`config.mk`:
```
export PLATFORM = sky130hd
export DESIGN_NAME = calc1_port_responder
export DESIGN_NICKNAME = d
export VERILOG_FILES = /design/src/rtl/calc1_pkg.sv /design/src/rtl/calc1_alu.sv /design/src/rtl/calc1_port_responder.sv
export SDC_FILE = /design/constraint.sdc
export NUM_CORES = 1
export LEC_CHECK = 0
export CORE_MARGIN = 4
export CORE_UTILIZATION = 50
export CTS_CLUSTER_SIZE = 25
export DETAILED_ROUTE_END_ITERATION = 10
export DONT_BUFFER_PORTS = 1
export SLEW_MARGIN = 10
export SYNTH_ARGS = -nofsm -noshare
export SYNTH_HDL_FRONTEND = slang
export SYNTH_SLANG_ARGS = --single-unit
export TNS_END_PERCENT = 5
```
`constraint.sdc`:
```
create_clock -name c_clk -period 7 [get_ports c_clk]
set_clock_uncertainty 0.2 [all_clocks]
set_input_delay 1.4 -clock c_clk [delete_from_list [all_inputs] [get_ports c_clk]]
set_output_delay 1.4 -clock c_clk [all_outputs]
set_load 0.01 [all_outputs]
```
`src/rtl/calc1_pkg.sv`:
```
// calc1 shared definitions: command and response codes, responder FSM
// encoding, the result record and the shift-amount helper. These are used by
// the port responder and by the drivers and checkers that talk to it.
package calc1_pkg;

    localparam logic [3:0] CMD_NOP = 4'd0;
    localparam logic [3:0] CMD_ADD = 4'd1;
    localparam logic [3:0] CMD_SUB = 4'd2;
    localparam logic [3:0] CMD_LSH = 4'd5;
    localparam logic [3:0] CMD_RSH = 4'd6;

    localparam logic [1:0] RESP_NONE = 2'd0;
    localparam logic [1:0] RESP_OK   = 2'd1;
    localparam logic [1:0] RESP_OVF  = 2'd2;
    localparam logic [1:0] RESP_INV  = 2'd3;

    typedef enum logic [1:0] {
        ST_IDLE = 2'd0,
        ST_OP2  = 2'd1,
        ST_EXEC = 2'd2,
        ST_RESP = 2'd3
    } calc1_state_e;

    typedef struct packed {
        logic [1:0]  code;
        logic [31:0] data;
    } calc1_result_t;

    // Shift amount is the five least significant bits of operand2 (bit 0 is
    // the MSB in calc1 numbering); all upper bits are ignored.
    function automatic logic [4:0] calc1_shift_amount(input logic [0:31] op2);
        return op2[27:31];
    endfunction

endpackage

```
`src/rtl/calc1_alu.sv`:
```
// calc1 combinational execute unit: one command and two unsigned 32-bit
// operands in, response code and result data out.
module calc1_alu
    import calc1_pkg::*;
(
    input  logic [0:3]    cmd,
    input  logic [0:31]   op1,
    input  logic [0:31]   op2,
    output calc1_result_t result
);

    logic [32:0] sum_s;

    // Decode the command and form {code, data}; unsupported commands report invalid.
    always_comb begin
        sum_s  = {1'b0, op1} + {1'b0, op2};
        result = '{code: RESP_NONE, data: 32'd0};
        case (cmd)
            CMD_ADD: begin
                if (sum_s[32]) begin
                    result = '{code: RESP_OVF, data: 32'd0};
                end else begin
                    result = '{code: RESP_OK, data: sum_s[31:0]};
                end
            end
            CMD_SUB: begin
                if (op2 > op1) begin
                    result = '{code: RESP_OVF, data: 32'd0};
                end else begin
                    result = '{code: RESP_OK, data: op1 - op2};
                end
            end
            CMD_LSH: result = '{code: RESP_OK, data: op1 << calc1_shift_amount(op2)};
            CMD_RSH: result = '{code: RESP_OK, data: op1 >> calc1_shift_amount(op2)};
            default: result = '{code: RESP_INV, data: 32'd0};
        endcase
    end

endmodule

```
`src/rtl/calc1_port_responder.sv`:
```
// calc1 port responder: accepts a two-cycle request (cmd + operand1, then
// operand2), computes the result in the OP2 cycle, holds it for LATENCY
// cycles and presents a one-cycle response. The output register is loaded on
// the closing edge of RESP, so the response cycle itself lies in the cycle
// after RESP; a nonzero out_resp marks that cycle and blocks acceptance.
module calc1_port_responder
    import calc1_pkg::*;
#(
    parameter int unsigned LATENCY = 3,
    parameter int unsigned PORT_ID = 1
) (
    input  logic        c_clk,
    input  logic        reset_n,
    input  logic [0:3]  req_cmd_in,
    input  logic [0:31] req_data_in,
    output logic [0:1]  out_resp,
    output logic [0:31] out_data,
    output logic [0:2]  resp_port,
    output logic        busy,
    output logic        overlap_err
);

    if ((LATENCY < 1) || (LATENCY > 15)) begin : g_latency_check
        $error("calc1_port_responder: LATENCY %0d outside 1..15", LATENCY);
    end

    if ((PORT_ID < 1) || (PORT_ID > 4)) begin : g_port_id_check
        $error("calc1_port_responder: PORT_ID %0d outside 1..4", PORT_ID);
    end

    localparam logic [3:0] LAT_INIT   = 4'(LATENCY - 1);
    localparam bit         LAT_DIRECT = (LATENCY == 1);

    calc1_state_e  state_r;
    logic [3:0]    cmd_r;
    logic [31:0]   op1_r;
    logic [3:0]    cnt_r;
    calc1_result_t result_r;
    logic [1:0]    out_resp_r;
    logic [31:0]   out_data_r;
    logic          busy_r;
    logic          overlap_r;
    calc1_result_t alu_result_s;
    logic          cmd_valid_s;

    assign cmd_valid_s = (req_cmd_in != CMD_NOP);

    // Operand2 comes straight from the data bus during the OP2 cycle.
    calc1_alu u_alu (
        .cmd    (cmd_r),
        .op1    (op1_r),
        .op2    (req_data_in),
        .result (alu_result_s)
    );

    // Request FSM with operand latches, latency counter and registered outputs.
    always_ff @(posedge c_clk or negedge reset_n) begin
        if (!reset_n) begin
            state_r    <= ST_IDLE;
            cmd_r      <= 4'd0;
            op1_r      <= 32'd0;
            cnt_r      <= 4'd0;
            result_r   <= '{code: RESP_NONE, data: 32'd0};
            out_resp_r <= RESP_NONE;
            out_data_r <= 32'd0;
            busy_r     <= 1'b0;
            overlap_r  <= 1'b0;
        end else begin
            out_resp_r <= RESP_NONE;
            out_data_r <= 32'd0;
            case (state_r)
                ST_IDLE: begin
                    if (cmd_valid_s && (out_resp_r != RESP_NONE)) begin
                        // Response cycle: the port is still busy, refuse and flag.
                        overlap_r <= 1'b1;
                        busy_r    <= 1'b0;
                    end else if (cmd_valid_s) begin
                        cmd_r   <= req_cmd_in;
                        op1_r   <= req_data_in;
                        busy_r  <= 1'b1;
                        state_r <= ST_OP2;
                    end else begin
                        busy_r  <= 1'b0;
                    end
                end
                ST_OP2: begin
                    if (cmd_valid_s) begin
                        overlap_r <= 1'b1;
                    end else begin
                        overlap_r <= overlap_r;
                    end
                    result_r <= alu_result_s;
                    cnt_r    <= LAT_INIT;
                    if (LAT_DIRECT) begin
                        state_r <= ST_RESP;
                    end else begin
                        state_r <= ST_EXEC;
                    end
                end
                ST_EXEC: begin
                    if (cmd_valid_s) begin
                        overlap_r <= 1'b1;
                    end else begin
                        overlap_r <= overlap_r;
                    end
                    cnt_r <= cnt_r - 4'd1;
                    if (cnt_r == 4'd1) begin
                        state_r <= ST_RESP;
                    end else begin
                        state_r <= ST_EXEC;
                    end
                end
                ST_RESP: begin
                    if (cmd_valid_s) begin
                        overlap_r <= 1'b1;
                    end else begin
                        overlap_r <= overlap_r;
                    end
                    out_resp_r <= result_r.code;
                    out_data_r <= result_r.data;
                    busy_r     <= 1'b1;
                    state_r    <= ST_IDLE;
                end
                default: begin
                    busy_r  <= 1'b0;
                    state_r <= ST_IDLE;
                end
            endcase
        end
    end

    assign out_resp    = out_resp_r;
    assign out_data    = out_data_r;
    assign resp_port   = 3'(PORT_ID);
    assign busy        = busy_r;
    assign overlap_err = overlap_r;

endmodule
```
== Word level (Yosys, flattened, before mapping) ==
Index checks and enable logic that the tools add are counted.
Operators by class
  add/subtract/negate cells: 3
  magnitude comparators: 1
  eq/ne operators: 12
  shifts and indexed selects: 2
  multiplexer cells: 16
  bitwise gates (word level): 1
  reduce and logical (&&, ||, !) cells: 10
Operators with widths (number)
  case mux 34 bit (4 select lines): 1
  2-to-1 mux 34 bit: 2
  adder 32 x 32 -> 33 bit: 1
  > comparator 32 bit: 1
  2-to-1 mux 32 bit: 1
  left shift 32 x 5 -> 32 bit: 1
  right shift 32 x 5 -> 32 bit: 1
  subtractor 32 bit: 1
  == test 4 x 1 -> 1 bit (second input constant): 2
  == test 4 x 3 -> 1 bit (second input constant): 2
  case mux 2 bit (4 select lines): 1
  case mux 4 bit (2 select lines): 1
  2-to-1 mux 2 bit: 3
  != test 2 bit (second input constant): 3
  nonzero test 2 bit: 3
  2-to-1 mux 1 bit: 5
  == test 2 bit (second input constant): 2
  == test 4 x 2 -> 1 bit (second input constant): 1
  case mux 1 bit (2 select lines): 2
  AND reduction 2 bit: 2
  nonzero test 4 bit: 1
  subtractor 4 x 1 -> 4 bit (second input constant): 1
  AND reduction 3 bit: 1
  OR reduction 3 bit: 1
  5 further kinds: 5
Word-level totals
  bits in registers: 112
  output and inout bits: 39
  logic and storage cells: 55

== Logic depth before layout (Yosys ltp) ==
Gate-level depths: netlist of run 1.
  depth after elaboration: 4
  mapped depth: 18
  gate-level depth less buffers: 12

== Hierarchy ==
A second synthesis of run 1 with hierarchy kept.
Unflattened totals
  cell total of the unflattened synthesis: 1378
  area total of the unflattened synthesis: 11364.6 µm²
By module, submodules not included
  calc1_alu: instances 1, cells each 1107, area each 7199.4 µm², sequential area each 0.0 µm²
  calc1_port_responder: instances 1, cells each 271, area each 4165.2 µm², sequential area each 2802.7 µm²

== Worst setup path before layout of run 1 ==
OpenSTA, ideal clock, no wires.
  path type: in2reg
  start: input req_data_in[28] (netlist bit)
  end: register result_r[29] (netlist bit)
  library setup time: 139 ps
  arrival time: 4500 ps
  required time: 6661 ps
  setup slack: 2162 ps
  stages: 16
  buffers on the path: 5
  path through: clkbuf_1 clkinv_1 clkbuf_1 clkbuf_1 ha_1 buf_2 o211ai_1 a21oi_1 o21ai_2 a21oi_4 a211oi_2 or2_1 buf_2 nor2_1 and3_1 or4_1
Between the ends
  longest elaborated chain between the ends: 3
  elaborated cells on any way between the ends: 8
Ends and longest elaborated chain
  from (decl): RTL line calc1_port_responder.sv:15  | input logic [0:31] req_data_in,
  subtractor 32 bit, or another cell as far along: RTL line calc1_alu.sv:30  | result = '{code: RESP_OK, data: op1 - op2};
  2-to-1 mux 34 bit (on tied branches): RTL line calc1_alu.sv:27, calc1_alu.sv:20
  case mux 34 bit (4 select lines) *: RTL line calc1_alu.sv:18  | case (cmd)
  to (signal assigned): RTL line calc1_port_responder.sv:63  | result_r <= '{code: RESP_NONE, data: 32'd0};
  to (signal assigned): RTL line calc1_port_responder.sv:92  | result_r <= alu_result_s;
  to (decl): RTL line calc1_port_responder.sv:38  | calc1_result_t result_r;
Every way passes the cells marked *; elsewhere a longest branch is shown, timed or not.
A chain may end at the register's enable or synchronous reset.

== Final worst setup path of run 1 ==
  start: input req_data_in[24] (netlist bit)
  end: register result_r[29] (netlist bit)
Same word-level chain as after synthesis.

==> results of run 1 <==
==> synth_stat cells, drive strengths merged (17+ instances only) <==
cell type and count:
a211oi 18, a21oi 114, a221o 17, and2 39, buf 56, clkbuf 39, dfrtp 112, ha 72
inv 71, mux2 49, mux2i 62, mux4 28, nand2 81, nor2 141, nor3 29, o21ai 88
o221ai 20, o2bb2ai 17, o31ai 20
==> final timing paths <==
kind | startpoint | end | slack, ns | cells past startpoint
max reg2reg | op1_r[7] | result_r[29] | 2.61 | 10
min reg2reg | cnt_r[3] | state_r[0] | 0.28 | 1
min | cnt_r[3] | state_r[0] | 0.28 | 1
min in group asynchronous | reset_n | out_data[19] | 0.52 | 0
max in group asynchronous | reset_n | op1_r[31] | 5.96 | 0
max | req_data_in[24] | result_r[29] | 2.18 | 11
==> area by class of cell <==
type / instances / share of cell area
tap: 285 / 0.0303
clock buffer: 9 / 0.0191
multi-input combinational: 1068 / 0.675
timing repair buffer: 12 / 0.00765
sequential: 112 / 0.238
inverter: 74 / 0.0236
clock inverter: 7 / 0.00616
==> layout by cell type (no fill, tap or decap), types with 17 or more instances in the layout <==
cell type / netlist / final
mux4_2: 28 / 28
inv_1: 63 / 63
o2bb2ai_1: 17 / 17
o31ai_1: 18 / 18
nor2_1: 138 / 138
mux2i_1: 62 / 62
a221o_1: 17 / 17
and2_1: 39 / 39
dfrtp_1: 112 / 112
nand2_1: 80 / 80
nor3_1: 28 / 27
mux2_2: 49 / 49
a21oi_1: 112 / 112
o221ai_1: 20 / 20
o21ai_0: 77 / 77
ha_1: 72 / 72
==> power by group through the flow <==
| stage | clock (W) | sequential [W] | combinational [W] |
|---|---|---|---|
| 2_1_floorplan | 0 | 0.00108 | 0.00259 |
| 4_1_cts | 0.000555 | 0.00129 | 0.00335 |
| 3_3_place_gp | 0 | 0.00130 | 0.00333 |
| 6_report | 0.000544 | 0.00130 | 0.00343 |
| 5_1_grt | 0.000579 | 0.00133 | 0.00373 |
| 3_5_place_dp | 0 | 0.00130 | 0.00333 |
==> cell families after synthesis <==
| family | after synthesis |
|---|---|
| buffers and inverters | 169 |
| other | 2 |
| flip-flops | 112 |
| AND/OR/NAND/NOR | 389 |
| adder cells (fa/ha/maj) | 74 |
| multiplexers | 139 |
| XOR/XNOR | 11 |
| AO/OA/AOI/OAI | 452 |
==> sequential cells by signal, indices dropped and copies added (netlist names) <==
name	flops
result_r	34
op1_r	32
out_data	32
cmd_r	4
cnt_r	4
out_resp	2
state_r	2
busy	1
overlap_err	1
==> routing by layer <==
layer	up-vias	part of all wire
li1	4887	-
met1	5171	0.46
met2	522	0.43
met3	60	0.078
met4	0	0.031
met5	-	0
==> per-stage QoR <==
stage                     instance area, µm²  setup slack, ns  total power [W]  hold WS [ns]  cells
final                                  11800             2.18          0.00527         0.276   1567
after global routing                   11800             1.99          0.00563         0.298   1567
after CTS                              11800             2.28          0.00520         0.288   1567
after detailed placement               11500             1.92          0.00463         0.271   1551
after global placement                 11500             2.01          0.00463         0.264   1551
after floorplan                        11500             2.16          0.00367         0.249   1349
==> summary.md, run 1 <==
| Metric | Value |
|---|---|
| Register area | 2800 µm² |
| CP arrival | 4.86 ns |
| Worst path bufs/invs | 1 |
| M1 GR Usage | 0.459 |
| GR peak layer | met1 |
| Fin. max-slew vios | 0 |
| Horiz. Die Dim | 160 µm |
| Req. time, crit path | 7.03 ns |
| Post-synth EDFFs | 0 |
| Status | finished clean |
| Synthesized netlist cell count | 1348 |
| Seq/Total Area, Yosys | 0.244 |
| IO buf count | 0 |
| TNS Setup | 0 ns |
| I/O Pins | 77 |
| Fin util | 0.520 |
| Largest family of logic cells by synthesized area | compound AO/OA/AOI/OAI gates |
| WL final | 40.0 mm |
| Sequential Power Share | 0.246 |
| Relative slew slack | 0.198 |
| Layout cells sized above 1 | 0.120 |
| Final hold violations | 0 |
| Vias in the first global route | 9640 |
| Clock power frac | 0.103 |
| Met3 Resource Use GR | 0.0490 |
| First-pass detailed-route iteration total | 5 |
| P_sw | 0.00283 W |
| Starting Density | 0.508 |
| DRC viols | 0 |
| Core area | 22600 µm² |
| Critical Setup Path Class | input pin to register |
| Adder-cell share of the synthesized area | 0.0819 |
| FP Rows | 55 |
| RSZ-0062 raised after global routing | no |
| Period utilization | 0.689 |
| CTS buffer count | 9 |
| Die height | 160 µm |
| H-tree levels | 3 |
| Final nets | 1389 |
| WL per Instance | 25.5 µm |
| First-pass GRT wire length | 61.0 mm |
| Synth cell types | 93 |
| Area of the multi-input gates | 7950 µm² |
| CTS max path bufs | 2 |
| Final Setup Violations | 0 |
| Largest net degree at the start of global routing | 113 |
| Comb pwr share | 0.650 |
| # fillers | 2164 |
| Syn_area_per_cell | 8.53 µm² |
| # Post-CTS Setup Buffers | 0 |
| Final worst path period need | 4.82 ns |
| Actual slew at the worst max-slew pin | 1.19 ns |
| Cell Chain, Critical Path | inv_1 > ha_1 > a21oi_1 > nand2_1 > o21ai_2 > a21oi_4 > a211oi_2 > or2_1 > nor2_1 > and3_1 > or4_1 |
| TritonCTS Sinks | 112 |
| Mapped Area | 11500 µm² |
| Cts hold-fix bufs | 0 |
| Initial antenna violation count | 0 |
| GRT overflow | 0 |
| Yosys warns | 0 |
| Cell Pwr Density | 448 nW/µm² |
| Placer Congestion | 0.978 |
| Predominant post-synthesis flop cell | dfrtp_1 |
| Vias per inst | 6.79 |
| Int Power | 0.00244 W |
| Leak Pwr | 4.92 nW |
| Top cell type's share of synthesized area | 0.244 |
| Synth Area in Compound Gates | 0.279 |
| Asr flop ratio synth | 1.00 |
| Synth Area in Simple Gates | 0.164 |
| Slowest Stage Delay on Critical Path | 0.82 ns |
| Root buffer cell | clkbuf_16 |
| Max-Cap Viols | 0 |
| Clk pin slew, worst setup/hold paths | 0.09 ns |
| # diodes | 0 |
| GRT Total Usage | 0.304 |
| ANT nets after route | 0 |
| Worst hold path class | register to register |
| Slowest cell on the critical path | or2_1 |
| Startpoint types | input pin |
| 1st-iter DRT viols | 1144 |
| Crit-path leading delay family | simple AND/OR/NAND/NOR gates |
| Area Growth Syn to Fin | 2.46% |
| Crit-path max FO | 23 |
| Post-DP HPWL | 30.3 mm |
| Sw Ratio | 0.537 |
| Worst vdd rail ir drop | 0.227 mV |
| Post-CTS sizing | 0 |
| Die area | 25500 µm² |
| Vias | 10600 |
| Flops & latches, synth | 112 |
| Area leader, netlist | dfrtp_1 |
| Multiplexer share of the synthesized area | 0.157 |
| Max Fclk | 0.207 GHz |
| TritonCTS clock tree | built |
| Synth Area in XOR/XNOR | 0.00838 |
| Worst skew pair latency | 0.37 ns |
| Setup crit end kind | register |
| Top cells by area, synth | dfrtp_1 24%, ha_1 7.8%, mux4_2 5.5% |
| Met2 GRT Util | 0.447 |
Power figures use the tool's default switching activity.
==> run 2: changes to the inputs <==
PLACE_DENSITY = 0.68   (was unset)
clock period = 3.9 ns   (was 7 ns; I/O delays follow)
==> summary.md, run 2 (synthesis gave the netlist of run 1 again) <==
| Metric | Value |
|---|---|
| Cells on worst reg2reg path | 10 (unchanged) |
| Setup crit end kind | register |
| # fillers | 2168 (+0.18%) |
| CP arrival | 3.66 ns (-1.20 ns) |
| Cell Pwr Density | 812 nW/µm² (+81%) |
| Sequential Power Share | 0.200 (-0.046) |
| Largest net degree at the start of global routing | 113 (unchanged) |
| Post-route cell area | 12400 µm² (+5.1%) |
| TritonCTS clock tree | built |
| Sw Ratio | 0.520 (-0.0175) |
| Clk pin slew, worst setup/hold paths | 0.10 ns (about the same) |
| Root buffer cell | clkbuf_16 |
| Pwr Total | 0.0100 W (+90%) |
| GRT Total Usage | 0.306 (+0.00201) |
| First-pass GRT wire length | 61.6 mm (+0.99%) |
| Final Setup Violations | 0 (unchanged) |
| Vias per inst | 6.67 (-1.8%) |
| # diodes | 0 (unchanged) |
| Req. time, crit path | 3.97 ns (-3.06 ns) |
| Final hold violations | 0 (unchanged) |
| Final worst path period need | 3.59 ns |
| Crit-path max FO | 9 (-61%) |
| Period utilization | 0.921 |
| Placer Congestion | 1.01 (+2.8%) |
| IO buf count | 0 (unchanged) |
| Reg-to-Reg Start | op1_r[1] |
| Worst skew pair latency | 0.38 ns (about the same) |
| Max Fclk | 0.278 GHz |
| Vias | 10900 (+2.6%) |
| ANT nets after route | 0 (unchanged) |
| R2R setup slack | 0.31 ns (-2.30 ns) |
| Final nets | 1459 (+5.0%) |
| Vias in the first global route | 10000 (+3.9%) |
| Core area | 22600 µm² (unchanged) |
| Status | finished clean |
| FP Rows | 55 (unchanged) |
| Max FFs per register | 34 (unchanged) |
| Die area | 25500 µm² (unchanged) |
| DP Area | 12000 µm² (+4.8%) |
| RSZ-0062 raised after global routing | no |
| WL final | 40.1 mm (+0.32%) |
| Clock power frac | 0.102 (about the same) |
| Fin. max-slew vios | 0 (unchanged) |
| Startpoint types | register |
| Worst hold path class | input pin to asynchronous set/reset pin |
| P_sw | 0.00522 W (+84%) |
| WL per Instance | 24.5 µm (-4.0%) |
| Horiz. Die Dim | 160 µm (unchanged) |
| RR Endpoint | result_r[26] |
| Placed instance count | 1620 (+4.4%) |
| TNS Setup | 0 ns (unchanged) |
| Post-DP HPWL | 31.2 mm (+2.8%) |
| I/O Pins | 77 (unchanged) |
| Max-Cap Viols | 0 (unchanged) |
| Worst vdd rail ir drop | 0.431 mV (+90%) |
| Int Power | 0.00482 W (+98%) |
| Layout cells sized above 1 | 0.167 (+0.0470) |
| Initial antenna violation count | 1 (+1) |
| TritonCTS Sinks | 112 (unchanged) |
| Area Growth Syn to Fin | 7.67% |
| Die height | 160 µm (unchanged) |
| # Post-CTS Setup Buffers | 0 (unchanged) |
| Post-route insts no fill | 1637 (+4.5%) |
| CTS max path bufs | 2 (unchanged) |
| Most common cell after layout, fill and taps aside | nor2_1 |
| 1st-iter DRT viols | 1141 (-0.26%) |
| Leak Pwr | 5.28 nW (+7.3%) |
| Relative slew slack | 0.412 (+0.214) |
| Most frequent cells in the layout | 138 x nor2_1, 112 x a21oi_1, 112 x dfrtp_1 |
| GRT overflow | 0 (unchanged) |
| Top reg by flops | result_r |
| Comb pwr share | 0.698 (+0.048) |
| DRC viols | 0 (unchanged) |
| H-tree levels | 3 (unchanged) |
| Critical Setup Path Class | register to register |
| CTS buffer count | 9 (unchanged) |
| Fin util | 0.547 (+0.0265) |
| First-pass detailed-route iteration total | 6 (+1) |
| Actual slew at the worst max-slew pin | 0.875 ns (-0.313 ns) |
| Starting Density | 0.508 (unchanged) |
-- run 2: cell types whose count changed in the layout (fill, tap and decap cells not counted), moves of 2 or more --
cell and delta:
buf_4 +67, buf_12 +2, inv_12 +2, inv_8 -2
-- run 2: cell type report --
cell class,count,area (µm²),share of cell area
clock inverters,7,93.8,0.00758
multi-input cells,1068,7960,0.643
inverters,74,279,0.0225
repair buffers,82,661,0.0534
well taps,285,357,0.0288
clock buffers,9,225,0.0182
flip-flops and latches,112,2800,0.226
-- run 2: power groups by stage --
stage               combinational (W)  clock (W)  sequential, W
floorplan                     0.00466          0        0.00194
global placement              0.00676          0        0.00200
detailed placement            0.00680          0        0.00202
CTS                           0.00686    0.00104        0.00200
global route                  0.00757    0.00108        0.00206
finish                        0.00701    0.00102        0.00201
-- run 2: per-layer routing --
layer | share of wire | track usage
met2 | 0.44 | 0.461
met3 | 0.084 | 0.0480
met5 | 0.00032 | 0
met1 | 0.45 | 0.456
met4 | 0.030 | 0.0888
-- run 2: worst max path at each step --
stage,start,endpoint,slack [ns],cells past startpoint
floorplan,req_data_in[28],result_r[29],-0.03,15
global placement,req_data_in[31],result_r[26],0.15,11
detailed placement,req_data_in[24],result_r[16],0.12,12
CTS,op1_r[0],result_r[25],0.35,13
global route,op1_r[1],result_r[26],0.10,10
finish,op1_r[1],result_r[26],0.31,10
-- run 2: critical path: stages, from the launching register on --
cell	delay [ns]
dfrtp_1	0.55
inv_1	0.17
fa_1	0.48
nor2_1	0.16
o221ai_1	0.22
a21oi_2	0.38
o2111ai_1	0.19
a21oi_1	0.24
o21ai_0	0.21
a221o_1	0.38
a221o_1	0.31
-- run 2: metrics by stage --
stage / hold slack, ns / worst slack, ns
after floorplan: 0.249 / -0.0259
after global placement: 0.267 / 0.153
after detailed placement: 0.271 / 0.116
after CTS: 0.183 / 0.346
after global routing: 0.180 / 0.100
final: 0.111 / 0.306
-- run 2: timing repair --
action,in CTS,in global routing
resized for setup,0,0
hold buffers,1,0
endpoints found under the hold margin,112,0
